$ cat config.mk
export PLATFORM = sky130hd
export DESIGN_NAME = scan_pattern_engine_flat
export DESIGN_NICKNAME = d
export VERILOG_FILES = /design/src/rtl/scan_pattern_engine_if.sv /design/src/rtl/scan_pattern_engine.sv /design/src/flat_wrapper.sv
export SDC_FILE = /design/constraint.sdc
export NUM_CORES = 1
export LEC_CHECK = 0
export BUFFER_PORTS_ARGS = -buffer_cell sky130_fd_sc_hd__buf_2
export CORE_ASPECT_RATIO = 0.9
export CORE_MARGIN = 2
export CORE_UTILIZATION = 35
export DETAILED_ROUTE_END_ITERATION = 10
export GPL_ROUTABILITY_DRIVEN = 0
export PLACE_DENSITY_LB_ADDON = 0.15
export SYNTH_ARGS = -nofsm -noshare
export SYNTH_HDL_FRONTEND = slang
export SYNTH_SLANG_ARGS = --single-unit
$ cat constraint.sdc
create_clock -name i_clk -period 8.68 [get_ports i_clk]
set_input_delay 0 -clock i_clk [delete_from_list [all_inputs] [get_ports i_clk]]
set_output_delay 0 -clock i_clk [all_outputs]
set_load 0.005 [all_outputs]
$ cat src/rtl/scan_pattern_engine_if.sv
// Pattern beat stream: one load/expect/mask bit per scan chain per beat.
interface scan_pattern_engine_if #(
  parameter int unsigned NCHAINS = 2
);
  logic               beat_valid;
  logic               beat_ready;
  logic [NCHAINS-1:0] beat_load;
  logic [NCHAINS-1:0] beat_exp;
  logic [NCHAINS-1:0] beat_mask;

  modport master (
    output beat_valid,
    output beat_load,
    output beat_exp,
    output beat_mask,
    input  beat_ready
  );

  modport slave (
    input  beat_valid,
    input  beat_load,
    input  beat_exp,
    input  beat_mask,
    output beat_ready
  );
endinterface

$ cat src/rtl/scan_pattern_engine.sv
// On-chip scan applicator: overlapped load/unload of NCHAINS chains, single or LOC capture,
// masked miscompare counting with saturation and first-failing-pattern capture.
module scan_pattern_engine #(
  parameter int unsigned NCHAINS   = 2,
  parameter int unsigned CHAIN_LEN = 16,
  parameter int unsigned PAT_W     = 16,
  parameter int unsigned CNT_W     = 16
) (
  input  logic                 i_clk,
  input  logic                 i_rst_n,
  input  logic                 i_start,
  input  logic                 i_mode_loc,
  input  logic [PAT_W-1:0]     i_num_patterns,
  scan_pattern_engine_if.slave io_beat,
  output logic [NCHAINS-1:0]   o_test_si,
  input  logic [NCHAINS-1:0]   i_test_so,
  output logic                 o_test_se,
  output logic                 o_dut_clk_en,
  output logic                 o_busy,
  output logic                 o_done,
  output logic [CNT_W-1:0]     o_fail_count,
  output logic [PAT_W-1:0]     o_first_fail,
  output logic                 o_fail_seen
);

  localparam int unsigned SC_W  = (CHAIN_LEN > 1) ? $clog2(CHAIN_LEN) : 1;
  localparam int unsigned POP_W = $clog2(NCHAINS + 1);
  localparam logic [SC_W-1:0] LastBeat = SC_W'(CHAIN_LEN - 1);

  typedef enum logic [2:0] {
    StIdle, StShift, StSeFall, StCap1, StCap2, StSeRise, StDone
  } state_e;

  state_e             r_state, w_state_nxt;
  logic               r_mode;
  logic [PAT_W-1:0]   r_num;
  logic [PAT_W-1:0]   r_phase;
  logic [SC_W-1:0]    r_shift_cnt;
  logic [CNT_W-1:0]   r_fail_count;
  logic [PAT_W-1:0]   r_first_fail;
  logic               r_fail_seen;

  logic               w_accept;
  logic               w_last_beat;
  logic               w_final_phase;
  logic               w_cmp;
  logic [NCHAINS-1:0] w_miss;
  logic [POP_W-1:0]   w_pop;
  logic [CNT_W:0]     w_sum;

  assign w_accept      = (r_state == StShift) && io_beat.beat_valid;
  assign w_final_phase = (r_phase == r_num);
  assign w_last_beat   = w_accept && (r_shift_cnt == LastBeat);
  // Phase 0 only loads; there is no previous response to unload yet.
  assign w_cmp         = w_accept && (r_phase != '0);
  assign w_miss        = io_beat.beat_mask & (i_test_so ^ io_beat.beat_exp) & {NCHAINS{w_cmp}};

  always_comb begin
    w_pop = '0;
    for (int c = 0; c < NCHAINS; c++) begin
      w_pop = w_pop + POP_W'(w_miss[c]);
    end
  end

  assign w_sum = {1'b0, r_fail_count} + (CNT_W + 1)'(w_pop);

  always_comb begin
    w_state_nxt         = r_state;
    o_test_se           = 1'b0;
    o_dut_clk_en        = 1'b0;
    o_test_si           = '0;
    io_beat.beat_ready  = 1'b0;
    o_busy              = 1'b1;
    o_done              = 1'b0;
    unique case (r_state)
      StIdle: begin
        o_busy = 1'b0;
        if (i_start) w_state_nxt = (i_num_patterns == '0) ? StDone : StShift;
      end
      StShift: begin
        o_test_se          = 1'b1;
        io_beat.beat_ready = 1'b1;
        o_dut_clk_en       = io_beat.beat_valid;
        if (w_accept && !w_final_phase) o_test_si = io_beat.beat_load;
        if (w_last_beat) w_state_nxt = w_final_phase ? StDone : StSeFall;
      end
      StSeFall: w_state_nxt = StCap1;
      StCap1: begin
        o_dut_clk_en = 1'b1;
        w_state_nxt  = r_mode ? StCap2 : StSeRise;
      end
      StCap2: begin
        o_dut_clk_en = 1'b1;
        w_state_nxt  = StSeRise;
      end
      StSeRise: begin
        o_test_se   = 1'b1;
        w_state_nxt = StShift;
      end
      StDone: begin
        o_busy      = 1'b0;
        o_done      = 1'b1;
        w_state_nxt = StIdle;
      end
      default: w_state_nxt = StIdle;
    endcase
  end

  always_ff @(posedge i_clk or negedge i_rst_n) begin
    if (!i_rst_n) begin
      r_state      <= StIdle;
      r_mode       <= 1'b0;
      r_num        <= '0;
      r_phase      <= '0;
      r_shift_cnt  <= '0;
      r_fail_count <= '0;
      r_first_fail <= '0;
      r_fail_seen  <= 1'b0;
    end else begin
      r_state <= w_state_nxt;
      if (r_state == StIdle && i_start) begin
        r_mode       <= i_mode_loc;
        r_num        <= i_num_patterns;
        r_phase      <= '0;
        r_shift_cnt  <= '0;
        r_fail_count <= '0;
        r_first_fail <= '0;
        r_fail_seen  <= 1'b0;
      end
      if (w_last_beat) begin
        r_shift_cnt <= '0;
      end else if (w_accept) begin
        r_shift_cnt <= r_shift_cnt + 1'b1;
      end
      if (r_state == StSeRise) begin
        r_phase     <= r_phase + 1'b1;
        r_shift_cnt <= '0;
      end
      if (w_cmp) begin
        r_fail_count <= w_sum[CNT_W] ? '1 : w_sum[CNT_W-1:0];
        if ((|w_miss) && !r_fail_seen) begin
          r_fail_seen  <= 1'b1;
          r_first_fail <= r_phase - 1'b1;
        end
      end
    end
  end

  assign o_fail_count = r_fail_count;
  assign o_first_fail = r_first_fail;
  assign o_fail_seen  = r_fail_seen;

endmodule
$ cat src/flat_wrapper.sv
// flat-port wrapper written by rule: the top's interface ports become plain ports
module scan_pattern_engine_flat 
#(
  parameter int unsigned NCHAINS   = 2,
  parameter int unsigned CHAIN_LEN = 16,
  parameter int unsigned PAT_W     = 16,
  parameter int unsigned CNT_W     = 16
)
  (i_clk, i_rst_n, i_start, i_mode_loc, i_num_patterns, o_test_si, i_test_so, o_test_se, o_dut_clk_en, o_busy, o_done, o_fail_count, o_first_fail, o_fail_seen, io_beat_beat_valid, io_beat_beat_load, io_beat_beat_exp, io_beat_beat_mask, io_beat_beat_ready);
  scan_pattern_engine_if #(.NCHAINS(NCHAINS)) io_beat_i ();
  input  logic i_clk;
  input  logic i_rst_n;
  input  logic i_start;
  input  logic i_mode_loc;
  input  logic [PAT_W-1:0] i_num_patterns;
  output logic [NCHAINS-1:0] o_test_si;
  input  logic [NCHAINS-1:0] i_test_so;
  output logic o_test_se;
  output logic o_dut_clk_en;
  output logic o_busy;
  output logic o_done;
  output logic [CNT_W-1:0] o_fail_count;
  output logic [PAT_W-1:0] o_first_fail;
  output logic o_fail_seen;
  input wire logic [$bits(io_beat_i.beat_valid)-1:0] io_beat_beat_valid;
  input wire logic [$bits(io_beat_i.beat_load)-1:0] io_beat_beat_load;
  input wire logic [$bits(io_beat_i.beat_exp)-1:0] io_beat_beat_exp;
  input wire logic [$bits(io_beat_i.beat_mask)-1:0] io_beat_beat_mask;
  output wire logic [$bits(io_beat_i.beat_ready)-1:0] io_beat_beat_ready;
  assign io_beat_i.beat_valid = io_beat_beat_valid;
  assign io_beat_i.beat_load = io_beat_beat_load;
  assign io_beat_i.beat_exp = io_beat_beat_exp;
  assign io_beat_i.beat_mask = io_beat_beat_mask;
  assign io_beat_beat_ready = io_beat_i.beat_ready;
  scan_pattern_engine #(.NCHAINS(NCHAINS), .CHAIN_LEN(CHAIN_LEN), .PAT_W(PAT_W), .CNT_W(CNT_W)) u_core (.i_clk(i_clk), .i_rst_n(i_rst_n), .i_start(i_start), .i_mode_loc(i_mode_loc), .i_num_patterns(i_num_patterns), .io_beat(io_beat_i), .o_test_si(o_test_si), .i_test_so(i_test_so), .o_test_se(o_test_se), .o_dut_clk_en(o_dut_clk_en), .o_busy(o_busy), .o_done(o_done), .o_fail_count(o_fail_count), .o_first_fail(o_first_fail), .o_fail_seen(o_fail_seen));
endmodule
# --- Yosys cells after proc, flatten, opt, wreduce, memory -nomap -nowiden ---
# Cells that the tools add are included.
totals:
  regBits: 73
  wordCells: 72
op_classes:
  addsub: 5
  n_eq_ne: 10
  n_mux: 27
  bitwise: 3
  reduce_logical: 19
ops:
  columns: ["op", "count"]
  rows:
  - ["16-bit two-way mux", 7]
  - ["3-bit one-hot mux with 6 select lines", 1]
  - ["16-bit by 2-bit adder with 17-bit output", 1]
  - ["16-bit by 1-bit adder with 16-bit output (second input constant)", 1]
  - ["16-bit == test", 1]
  - ["16-bit logical NOT", 1]
  - ["4-bit two-way mux", 4]
  - ["16-bit nonzero test", 1]
  - ["16-bit by 1-bit subtractor with 16-bit output (second input constant)", 1]
  - ["3-bit two-way mux", 4]
  - ["3-bit == test (second input constant)", 3]
  - ["1-bit two-way mux", 8]
  - ["2-bit OR reduction", 4]
  - ["3-bit by 2-bit == test with 1-bit output (second input constant)", 2]
  - ["1-bit logical AND", 6]
  - ["4-bit by 1-bit adder with 4-bit output (second input constant)", 1]
  - ["2-bit AND", 2]
  - ["4-bit == test (second input constant)", 1]
  - ["2-bit two-way mux", 2]
  - ["2-bit nonzero test", 2]
  - ["4-bit nonzero test", 1]
  - ["3-bit by 1-bit == test with 1-bit output (second input constant)", 1]
  - ["3-bit logical NOT", 1]
  - ["1-bit by 1-bit adder with 2-bit output", 1]
  - ["other kinds (6)", 7]

# --- Depth between registers and ports, before layout ---
depth:
  word_depth: 8
  ltp_mapped: 14
  mapped_depth_nobuf: 12

# --- Worst setup path before layout ---
# OpenSTA, ideal clock, no wires.
synth_path:
  path_type: "flip-flop to flip-flop"
  from: "reg u_core.r_phase[0]"
  to: "reg u_core.r_fail_count[4], in the netlist u_core.o_fail_count[4]"
  setup_time_ps: 94
  t_arrival_ps: 2844
  required_ps: 8586
  slack_ps: 5742
  path_stages_with_launch: 15
  period_less_slack_ps: 2938
  cell_sequence: "dfrtp_1 > clkbuf_1 > inv_1 > ha_1 > nor4b_1 > and4_1 > buf_4 > nand2b_4 > nor2_1 > fa_1 > ha_1 > and3_1 > nand3_1 > and4_1 > a211oi_1"
synth_via:
  elab_chain_len: 7
  elab_cells_between_ends: 8
synth_rtl:
  columns: ["item", "line_no", "source"]
  rows:
  - ["start: declaration", "scan_pattern_engine.sv:37", "logic [PAT_W-1:0] r_phase;"]
  - ["start signal: assignment", "scan_pattern_engine.sv:136", "r_phase <= r_phase + 1'b1;"]
  - ["16-bit nonzero test (*)", "scan_pattern_engine.sv:55", "assign w_cmp = w_accept && (r_phase != '0);"]
  - ["1-bit logical AND (*)", "scan_pattern_engine.sv:55", null]
  - ["2-bit AND", "scan_pattern_engine.sv:56", "assign w_miss = io_beat.beat_mask & (i_test_so ^ io_beat.beat_exp) & {NCHAINS{w_cmp}};"]
  - ["1-bit by 1-bit adder with 2-bit output", "scan_pattern_engine.sv:61", "w_pop = w_pop + POP_W'(w_miss[c]);"]
  - ["16-bit by 2-bit adder with 17-bit output", "scan_pattern_engine.sv:65", "assign w_sum = {1'b0, r_fail_count} + (CNT_W + 1)'(w_pop);"]
  - ["16-bit two-way mux", "scan_pattern_engine.sv:140", "r_fail_count <= w_sum[CNT_W] ? '1 : w_sum[CNT_W-1:0];"]
  - ["16-bit two-way mux", "scan_pattern_engine.sv:139", "if (w_cmp) begin"]
  - ["end signal: assignment", "scan_pattern_engine.sv:140", null]
  - ["end: declaration", "scan_pattern_engine.sv:39", "logic [CNT_W-1:0] r_fail_count;"]
# Every way passes the cells marked *; elsewhere a longest branch is shown, timed or not.
# A chain may end at the register's enable or synchronous reset.

# --- Final worst setup path ---
layout_path:
  from: "reg u_core.r_phase[0]"
  to: "reg u_core.r_fail_count[11], in the netlist u_core.o_fail_count[11]"
# Same word-level chain as after synthesis.

==> results.json <==
{
  "die_h_um": 106,
  "synth_seq_area_share_pct": 44.9,
  "cts_resized": 0,
  "clk_pin_slew_ns": 0.06,
  "r2r_setup_slack_ns": 5.34,
  "clock_path_buffers": 2,
  "startpoint": "u_core.r_phase[0]",
  "yosys-top-cells-count": "nand2_1, dfrtp_1, nor2_1",
  "power_mw": 1.71,
  "grt_max_degree": 74,
  "syn_area_per_cell_um2": 9.02,
  "fp.dieW_um": 118,
  "netlist_area_um2": 4070,
  "final_antenna_net_count": 0,
  "setup_viol": 0,
  "worst_slew_pin_slew_ns": 1.11,
  "hold_violations": 0,
  "cp-end-kind": "register",
  "fillers": 1189,
  "wl_per_cell_um": 15.3,
  "postSynthCellCount": 451,
  "postCtsSetupRepairBufs": 0,
  "status": "finished clean",
  "synthMostInstantiatedCell": "nand2_1",
  "arrival_ns": 3.59,
  "numCtsBuffers": 9,
  "hp-class": "in -> reg",
  "drt_pass1_iterations": 5,
  "synth_nets": 486,
  "cts_root_buf": "clkbuf_16",
  "synth-seq-cells": 73,
  "r2r_cells": 12,
  "synthArstFlopShare_pct": 100,
  "area_growth_pct": 22.2,
  "crit_end": "u_core.o_fail_count[11]",
  "drc": 0,
  "cts_hold_buf": 18,
  "yosysTopAreaCellShare_pct": 44.9,
  "grt_pass1_vias": 3341,
  "start_util_pct": 35.7,
  "clock_latency_ns": 0.34,
  "rsz0062_at_grt": "no",
  "die_area_um2": 12500,
  "grt_overflow": 0,
  "max-vdd-ir-drop_v": 0.000124,
  "synth-edff-count": 0,
  "dp_cells": 647,
  "synth.distinct_cells": 50,
  "drt-total-wl_mm": 10.4,
  "grt_antenna_before_repair": 0,
  "worstSetupPathType": "reg -> reg",
  "hpwl_mm": 7.16,
  "finalSetupTns_ns": 0,
  "maxCapViolCount": 0,
  "crit_fanout": 9,
  "pin_count": 69,
  "r2r_end": "u_core.o_fail_count[11]",
  "clock.fmax_mhz": 299,
  "start_kind": "register",
  "final_cells": 681,
  "p_leak_nw": 2.33,
  "drive_above_1_share_pct": 17.9,
  "core_um2": 11400,
  "relSlewSlack_pct": 26.0,
  "std_cell_rows": 37,
  "rr_startpoint": "u_core.r_phase[0]",
  "cellPowerDensity_nw_per_um2": 344,
  "cts_tree": "built",
  "period_share_pct": 38.5,
  "min_period_ns": 3.34,
  "fin_util_pct": 43.7,
  "diodes": 0,
  "synth_area_leaders": "dfrtp_1, nand2_1, mux2i_1",
  "drtIter0Drc": 195,
  "yosysTopAreaCell": "dfrtp_1",
  "portBuffers": 68,
  "synthFlopType": "dfrtp_1",
  "synth-warning-count": 0,
  "crit_required_ns": 8.93,
  "grt_first_pass_wirelength_mm": 17.4,
  "clkSinkCount": 73,
  "ff_latch_area_um2": 1830,
  "multiInputGateArea_um2": 2080,
  "finalMaxSlewViolations": 0,
  "avgViaCountPerCell": 5.20,
  "fin_nets": 555,
  "skew_ns": 0.0104,
  "vias": 3543,
  "grt_use_total_pct": 17.6,
  "htree_levels": 3
}
-- critical path, stage by stage (launching register included) --
cell	delay [ns]
dfrtp_1	0.51
inv_1	0.13
ha_1	0.21
nor4b_1	0.13
and4_1	0.31
nand2b_4	0.22
nor2_1	0.17
fa_1	0.23
and2_0	0.30
nand3_1	0.15
nor3_1	0.51
a31oi_1	0.16
nor3_1	0.22
-- placed cells by master (no fill, tap or decap), types with 6 or more instances in the layout --
cell,n
xnor2_1,26
mux2i_1,24
nor3_1,14
dlygate4sd3_1,18
nor4_1,8
dfrtp_1,73
nor2_1,28
o21ai_0,17
and3_1,8
a31oi_1,8
nand2_1,100
a21oi_1,16
and2_1,6
clkbuf_16,9
nand4_1,13
xor2_1,6
buf_2,68
nand3_1,15
-- registers in the layout, summed over array words and instances (netlist names) --
register and count:
u_core.o_fail_count 16, u_core.o_first_fail 16, u_core.r_num 16, u_core.r_phase 16
u_core.r_shift_cnt 4, u_core.r_state 3, u_core.o_fail_seen 1, u_core.r_mode 1
-- cells by family (layout without fill, tap and decap cells) --
| family | after synthesis | after routing | synth area share (%) |
|---|---|---|---|
| compound gates | 65 | 65 | 10.3 |
| fa+ha+maj | 6 | 6 | 2.03 |
| mux | 24 | 24 | 5.90 |
| xor+xnor | 32 | 32 | 6.89 |
| flops | 73 | 73 | 44.9 |
| buf+inv | 36 | 110 | 4.33 |
| simple gates | 215 | 215 | 25.7 |
-- metal layers --
layer / global-route usage [%] / part of all wire, % / vias to the layer above / wire [µm]
met3: 4.24 / 5.3 / 11 / 554
met5: 0 / 0 / - / 0
met1: 25.5 / 50 / 1706 / 5200
met2: 25.5 / 43 / 102 / 4530
li1: - / - / 1724 / -
met4: 6.02 / 1.3 / 0 / 134
-- final cells by class --
type / instances / area share (%)
Tap cell: 156 / 3.92
Timing Repair Buffer: 89 / 10.9
Clock inverter: 6 / 1.66
Clock buffer: 10 / 4.60
Sequential cell: 73 / 36.7
Inverter: 5 / 0.377
Multi-Input combinational cell: 342 / 41.8
-- worst min path at each step --
| stage | startpoint | endpoint | depth (start not counted) |
|---|---|---|---|
| 2_1_floorplan | i_rst_n | u_core.o_fail_count[0] | 0 |
| 6_report | io_beat_beat_valid | u_core.r_state[1] | 3 |
| 3_5_place_dp | i_mode_loc | u_core.r_mode | 3 |
| 5_1_grt | io_beat_beat_valid | u_core.r_state[1] | 3 |
| 4_1_cts | io_beat_beat_valid | u_core.r_state[1] | 3 |
| 3_3_place_gp | i_num_patterns[10] | u_core.r_num[10] | 3 |
-- where the power goes --
group | switching, mW | internal (mW) | total, mW
sequential | 0.153 | 0.459 | 0.612
clock | 0.144 | 0.250 | 0.394
combinational | 0.394 | 0.311 | 0.705
total | 0.691 | 1.02 | 1.71
-- stage by stage --
step | hold slack, ns | setup WS (ns) | area, µm²
floorplan | -0.296 | 5.74 | 4070
global placement | 0.209 | 5.51 | 4480
detailed placement | 0.209 | 5.39 | 4480
CTS | 0.128 | 5.38 | 4970
global route | 0.166 | 5.00 | 4970
finish | 0.127 | 5.34 | 4970
Note: power is estimated with default switching activity, not from simulation.
